`config.mk`:
```
export PLATFORM = sky130hd
export DESIGN_NAME = puf_crp_sequencer
export DESIGN_NICKNAME = d
export VERILOG_FILES = /design/src/rtl/puf_pkg.sv /design/src/rtl/puf_vote_counter.sv /design/src/rtl/puf_crp_sequencer.sv
export SDC_FILE = /design/constraint.sdc
export NUM_CORES = 1
export LEC_CHECK = 0
export CAP_MARGIN = 40
export CORE_MARGIN = 8
export CORE_UTILIZATION = 52
export CTS_BUF_LIST = sky130_fd_sc_hd__clkbuf_4
export CTS_CLUSTER_SIZE = 30
export DETAILED_ROUTE_END_ITERATION = 7
export GPL_TIMING_DRIVEN = 0
export PLACE_DENSITY = 0.83
export SYNTH_ARGS = -nofsm -noshare
export SYNTH_HDL_FRONTEND = slang
export SYNTH_SLANG_ARGS = --single-unit
```
`constraint.sdc`:
```
create_clock -name clk -period 4.7 [get_ports clk]
set_input_delay 0.47 -clock clk [delete_from_list [all_inputs] [get_ports clk]]
set_output_delay 0.47 -clock clk [all_outputs]
set_load 0.005 [all_outputs]
```
`src/rtl/puf_pkg.sv`:
```
// puf_pkg: FSM state codes, default bus widths and a clog2 helper shared by the PUF CRP sequencer.
package puf_pkg;
   localparam int DEF_CHAL_W = 8;
   localparam int DEF_RESP_W = 8;
   localparam logic [1:0] S_IDLE = 2'd0;
   localparam logic [1:0] S_ARM  = 2'd1;
   localparam logic [1:0] S_WAIT = 2'd2;
   localparam logic [1:0] S_DONE = 2'd3;
   function automatic int clog2(input int v);
      int r;
      r = 0;
      while ((1 << r) < v) r++;
      return r;
   endfunction
endpackage

```
`src/rtl/puf_vote_counter.sv`:
```
// puf_vote_counter: counts ones seen on one response bit across evaluations; majority and instability flags.
// PUF_UNSTABLE_MASK_EN enables the instability comparator, otherwise unstable_o is tied low.
module puf_vote_counter import puf_pkg::*; #(
   parameter int NUM_EVAL = 5
) (
   input  logic clk,
   input  logic rst,
   input  logic clr_i,
   input  logic inc_i,
   output logic majority_o,
   output logic unstable_o
);
   localparam int VW = clog2(NUM_EVAL + 1);
   localparam logic [VW-1:0] HALF = VW'(NUM_EVAL / 2);
   logic [VW-1:0] cnt_q, cnt_d;
   assign cnt_d = clr_i ? '0 : cnt_q + VW'(inc_i);
   always_ff @(posedge clk)
      if (rst) cnt_q <= '0;
      else cnt_q <= cnt_d;
   assign majority_o = cnt_q > HALF;
`ifdef PUF_UNSTABLE_MASK_EN
   localparam logic [VW-1:0] ALL = VW'(NUM_EVAL);
   assign unstable_o = (cnt_q != '0) && (cnt_q != ALL);
`else
   assign unstable_o = 1'b0;
`endif
endmodule

```
`src/rtl/puf_crp_sequencer.sv`:
```
// puf_crp_sequencer: arms/launches the arbiter PUF NUM_EVAL times per challenge and emits a majority-voted CRP.
// PUF_UNSTABLE_MASK_EN drives out_unstable with the per-bit instability mask; otherwise it reads zero.
module puf_crp_sequencer import puf_pkg::*; #(
   parameter int CHAL_W     = DEF_CHAL_W,
   parameter int RESP_W     = DEF_RESP_W,
   parameter int NUM_EVAL   = 5,
   parameter int SETTLE_CYC = 4
) (
   input  logic              clk,
   input  logic              rst,
   input  logic              in_valid,
   output logic              in_ready,
   input  logic [CHAL_W-1:0] in_chal,
   output logic [CHAL_W-1:0] puf_challenge,
   output logic              puf_en,
   input  logic [RESP_W-1:0] puf_response,
   output logic              out_valid,
   input  logic              out_ready,
   output logic [CHAL_W-1:0] out_chal,
   output logic [RESP_W-1:0] out_resp,
   output logic [RESP_W-1:0] out_unstable
);
   if (NUM_EVAL < 1 || NUM_EVAL % 2 == 0) begin : g_bad_eval
      $error("NUM_EVAL must be odd and >= 1");
   end
   if (SETTLE_CYC < 1) begin : g_bad_settle
      $error("SETTLE_CYC must be >= 1");
   end
   localparam int EW = clog2(NUM_EVAL + 1);
   localparam int SW = clog2(SETTLE_CYC + 1);
   localparam logic [EW-1:0] LAST_EVAL = EW'(NUM_EVAL - 1);
   localparam logic [SW-1:0] LAST_SETTLE = SW'(SETTLE_CYC - 1);
   logic [1:0]        state_q, state_d;
   logic [EW-1:0]     eval_q, eval_d;
   logic [SW-1:0]     settle_q, settle_d;
   logic [CHAL_W-1:0] chal_q, chal_d;
   logic [RESP_W-1:0] maj, unst;
   logic              accept, sample;
   assign in_ready  = state_q == S_IDLE;
   assign puf_en    = state_q == S_WAIT;
   assign out_valid = state_q == S_DONE;
   assign accept    = in_valid && in_ready;
   assign sample    = puf_en && settle_q == LAST_SETTLE;
   always_comb begin
      state_d  = state_q == S_IDLE ? (in_valid ? S_ARM : S_IDLE)
               : state_q == S_ARM  ? S_WAIT
               : state_q == S_WAIT ? (sample ? (eval_q == LAST_EVAL ? S_DONE : S_ARM) : S_WAIT)
               : (out_ready ? S_IDLE : S_DONE);
      settle_d = state_q == S_ARM ? '0 : puf_en ? settle_q + 1'b1 : settle_q;
      eval_d   = accept ? '0 : sample ? eval_q + 1'b1 : eval_q;
      chal_d   = accept ? in_chal : chal_q;
   end
   always_ff @(posedge clk)
      if (rst) begin
         state_q  <= S_IDLE;
         eval_q   <= '0;
         settle_q <= '0;
         chal_q   <= '0;
      end else begin
         state_q  <= state_d;
         eval_q   <= eval_d;
         settle_q <= settle_d;
         chal_q   <= chal_d;
      end
   for (genvar i = 0; i < RESP_W; i++) begin : g_vote
      puf_vote_counter #(.NUM_EVAL(NUM_EVAL)) u_vote (
         .clk        (clk),
         .rst        (rst),
         .clr_i      (accept),
         .inc_i      (sample && puf_response[i]),
         .majority_o (maj[i]),
         .unstable_o (unst[i])
      );
   end
   assign puf_challenge = chal_q;
   assign out_chal      = chal_q;
   assign out_resp      = maj;
   assign out_unstable  = unst;
endmodule
```
==> reports/qor.csv <==
stage,metric,value,unit
sta,timing_max_transition_violations_final,0,
sta,max_freq,455,MHz
worst_setup_path,crit_path_top_delay_cell,sky130_fd_sc_hd__clkdlybuf4s50_1,
pwr,static-leakage-power,1.22,nW
floorplan,initial_core_util,52.8,%
sta,final.setup.worst_slack,2.50,ns
sta,fin_skew,0.00947,ns
finish,finish.net_count,286,
clock_tree,clk_pin_slew,0.11,ns
finish,multi_input_comb_area,878,µm²
grt,grt_antenna_before_repair,0,
grt,first_global_vias,1313,
clock_tree,clock-root-buffer,sky130_fd_sc_hd__clkbuf_4,
place,place.detailed.hpwl,2510,µm
synthesis,cell_count_after_synthesis,186,
worst_setup_path,worstSetupEndpointType,output pin,
grt,grt.met2_usage,18.3,%
finish,drive_above_1_share,15.0,%
sta,setup_viol,0,
worst_setup_path,worstPathBufferInverterCount,2,
clock_tree,post_cts.repair.setup_buffers,0,
clock_tree,tritoncts,built,
finish,post_route_cell_area,2490,µm²
synthesis,ys_dominant_reg_cell,sky130_fd_sc_hd__dfxtp_1,
detailed_routing,final_antenna_net_count,0,
grt,grt_max_degree,13,
synthesis,synthXorXnorAreaFrac,5.10,%
synthesis,post_synth_main_area_contributors,"sky130_fd_sc_hd__dfxtp_1 42%, sky130_fd_sc_hd__ha_1 13%, sky130_fd_sc_hd__buf_4 9.5%",
finish,seq_area,801,µm²
place,place_congestion,0.684,
clock_tree,cts-resized-gates,0,
clock_tree,cts-htree-levels,2,
sta,final.hold.worst_slack,0.516,ns
pwr,worst_ir_drop_vdd,0.000184,V
place,postPlaceCellArea,2430,µm²
synthesis,number_of_flops_mapped_to_enable_cells_by_yosys,0,
detailed_routing,post-route-drc-count,0,
synthesis,ffs_w_async_s_r_synth,0,%
run_status,status,completed,
worst_setup_path,cp-start-kind,flip-flop,
floorplan,die_height,76.3,µm
synthesis,yosys_warnings,0,
clock_tree,clock_latency,0.35,ns
synthesis,synthSimpleGateAreaFrac,15.8,%
synthesis,synth-seq-area-share,42.4,%
worst_setup_path,critical-path-top-delay-family,buffers and inverters,
synthesis,synthesis.area,1890,µm²
finish,flow.area_growth_from_synthesis,31.7,%
min_path,hold_path_class,flip-flop to flip-flop,
clock_tree,clk_path_buf_depth,2,
detailed_routing,vias,1316,
synthesis,avgSynthCellArea,10.2,µm²
detailed_routing,first_pass_iters,4,
grt,global_route.usage.total,11.9,%
run,max_cap_viol_count,0,
floorplan,placementRows,22,
worst_setup_path,critPathRequiredTime,4.23,ns
worst_setup_path,crit_type,flip-flop to output pin,
detailed_routing,drt_first_iter_violations,58,
detailed_routing,routed_wirelength,3390,µm
place,numPortBuffers,46,
synthesis,dominant_combinational_cell_family_by_area_after_synthesis,simple AND/OR/NAND/NOR gates,
floorplan,die_width,76.3,µm
grt,grt_pass1_wl,5620,µm
sta,hold_viol,0,
worst_setup_path,critical_path.max_fanout,8,
place,placement.setup.worst_slack,2.69,ns
detailed_routing,routed_via_density,4.46,
synthesis,post-synth-top-area-cell,sky130_fd_sc_hd__dfxtp_1,
finish,antennaDiodeCount,0,
worst_setup_path,worstPathArrival,1.73,ns
floorplan,area_of_the_die,5810,µm²
detailed_routing,wire_per_inst,11.5,µm
synthesis,synth.mux.area_fraction,5.30,%
worst_setup_path,critical_path.max_stage_delay,0.57,ns
clock_tree,cts-buffers-inserted,5,
grt,grtUsageMet3,8.02,%
sta,setup_tns,0,ns
sta,rsz0062_at_grt,false,
floorplan,design.core.area,3580,µm²
floorplan,num_io_pins,55,
sta,post-route-period-util,46.7,%
clock_tree,holdBufCountCts,0,
synthesis,yosys-top-cells-count,"40 x sky130_fd_sc_hd__dfxtp_1, 25 x sky130_fd_sc_hd__and2_1, 25 x sky130_fd_sc_hd__nor2_1",
grt,globalRoute.busiestLayer,met2,
finish,fill_cells,295,
synthesis,yosys.cell_types.count,24,
pwr,cellPowerDensity,243,nW/µm²
synthesis,synth-adder-area-share,13.3,%
grt,grtUsageMet1,12.3,%
grt,globalRoute.totalOverflow,0,
worst_setup_path,cp_cell_sequence,buf_2 > nor2b_1 > clkdlybuf4s50_1,
synthesis,ys_seq_elements,40,
synthesis,compound_cell_area_share_of_the_yosys_netlist,5.43,%
clock_tree,clock_sink_count,40,
sta,finalWorstPathRequiredPeriod,2.20,ns
synthesis,synth.most_common_cell,sky130_fd_sc_hd__dfxtp_1,
synthesis,yosys.area.top_type_share,42.4,%
==> area by class of cell <==
class | count | area share, %
Multi-Input combinational cell | 119 | 35.3
Inverter | 4 | 0.604
Buffer | 30 | 8.86
Tap cell | 48 | 2.42
Timing Repair Buffer | 46 | 18.5
Sequential cell | 40 | 32.2
Clock buffer | 5 | 1.51
Clock inverter | 3 | 0.554
==> stage by stage <==
stage	utilization (%)	std cells	total power, mW
final	69.5	295	0.604
after global routing	69.5	295	0.634
after global placement	68.0	287	0.446
after floorplan	-	193	0.401
after CTS	69.5	295	0.611
after detailed placement	68.0	287	0.448
==> where the power goes <==
group	switching [mW]	total, mW	internal (mW)
sequential	0.00584	0.352	0.346
combinational	0.0317	0.0882	0.0564
clock	0.109	0.164	0.0549
==> path summary, 6_finish.rpt <==
path	start	depth (start not counted)	endpoint	slack (ns)
min	settle_q[1]	2	settle_q[1]	0.52
max reg2reg	settle_q[0]	9	g_vote[6].u_vote.cnt_q[2]	2.69
max	state_q[1]	3	puf_en	2.50
min reg2reg	settle_q[1]	2	settle_q[1]	0.52
==> sequential cells by signal (all words and copies together) (netlist names) <==
signal	count
state_q	2
g_vote.u_vote.cnt_q	24
out_chal	8
settle_q	3
eval_q	3
==> cells in the final DEF, fill, tap and decap left out, drive strengths merged, types with 3 or more instances in the layout <==
master,Yosys,final
buf,28,28
ha,20,20
clkinv,0,3
xnor2,10,10
nor2,25,25
and2,25,25
mux2i,10,10
clkdlybuf4s50,0,46
dfxtp,40,40
a21o,8,8
conb,1,8
inv,4,4
clkbuf,2,7
==> worst reg2reg max path: cells and delay by family, from the launching register on <==
family | cells | cell delay, ns
buffers and inverters | 1 | 0.20
DFF | 1 | 0.34
adders and majority gates | 4 | 0.77
and+or+nand+nor | 3 | 0.46
xor gates and xnor gates | 1 | 0.18
==> layer usage <==
| metal | part of all wire (%) | wire (µm) |
|---|---|---|
| met3 | 10 | 339 |
| met5 | 0 | 0 |
| met2 | 45 | 1510 |
| met4 | 1.8 | 60 |
| met1 | 44 | 1480 |
==> cells by family after synthesis <==
kind of cell / count (synthesis)
AO/OA/AOI/OAI: 14
XOR/XNOR: 11
adder cells (fa/ha/maj): 20
buffers and inverters: 34
flip-flops: 40
multiplexers: 10
other: 1
AND/OR/NAND/NOR: 56
Power figures use the tool's default switching activity.
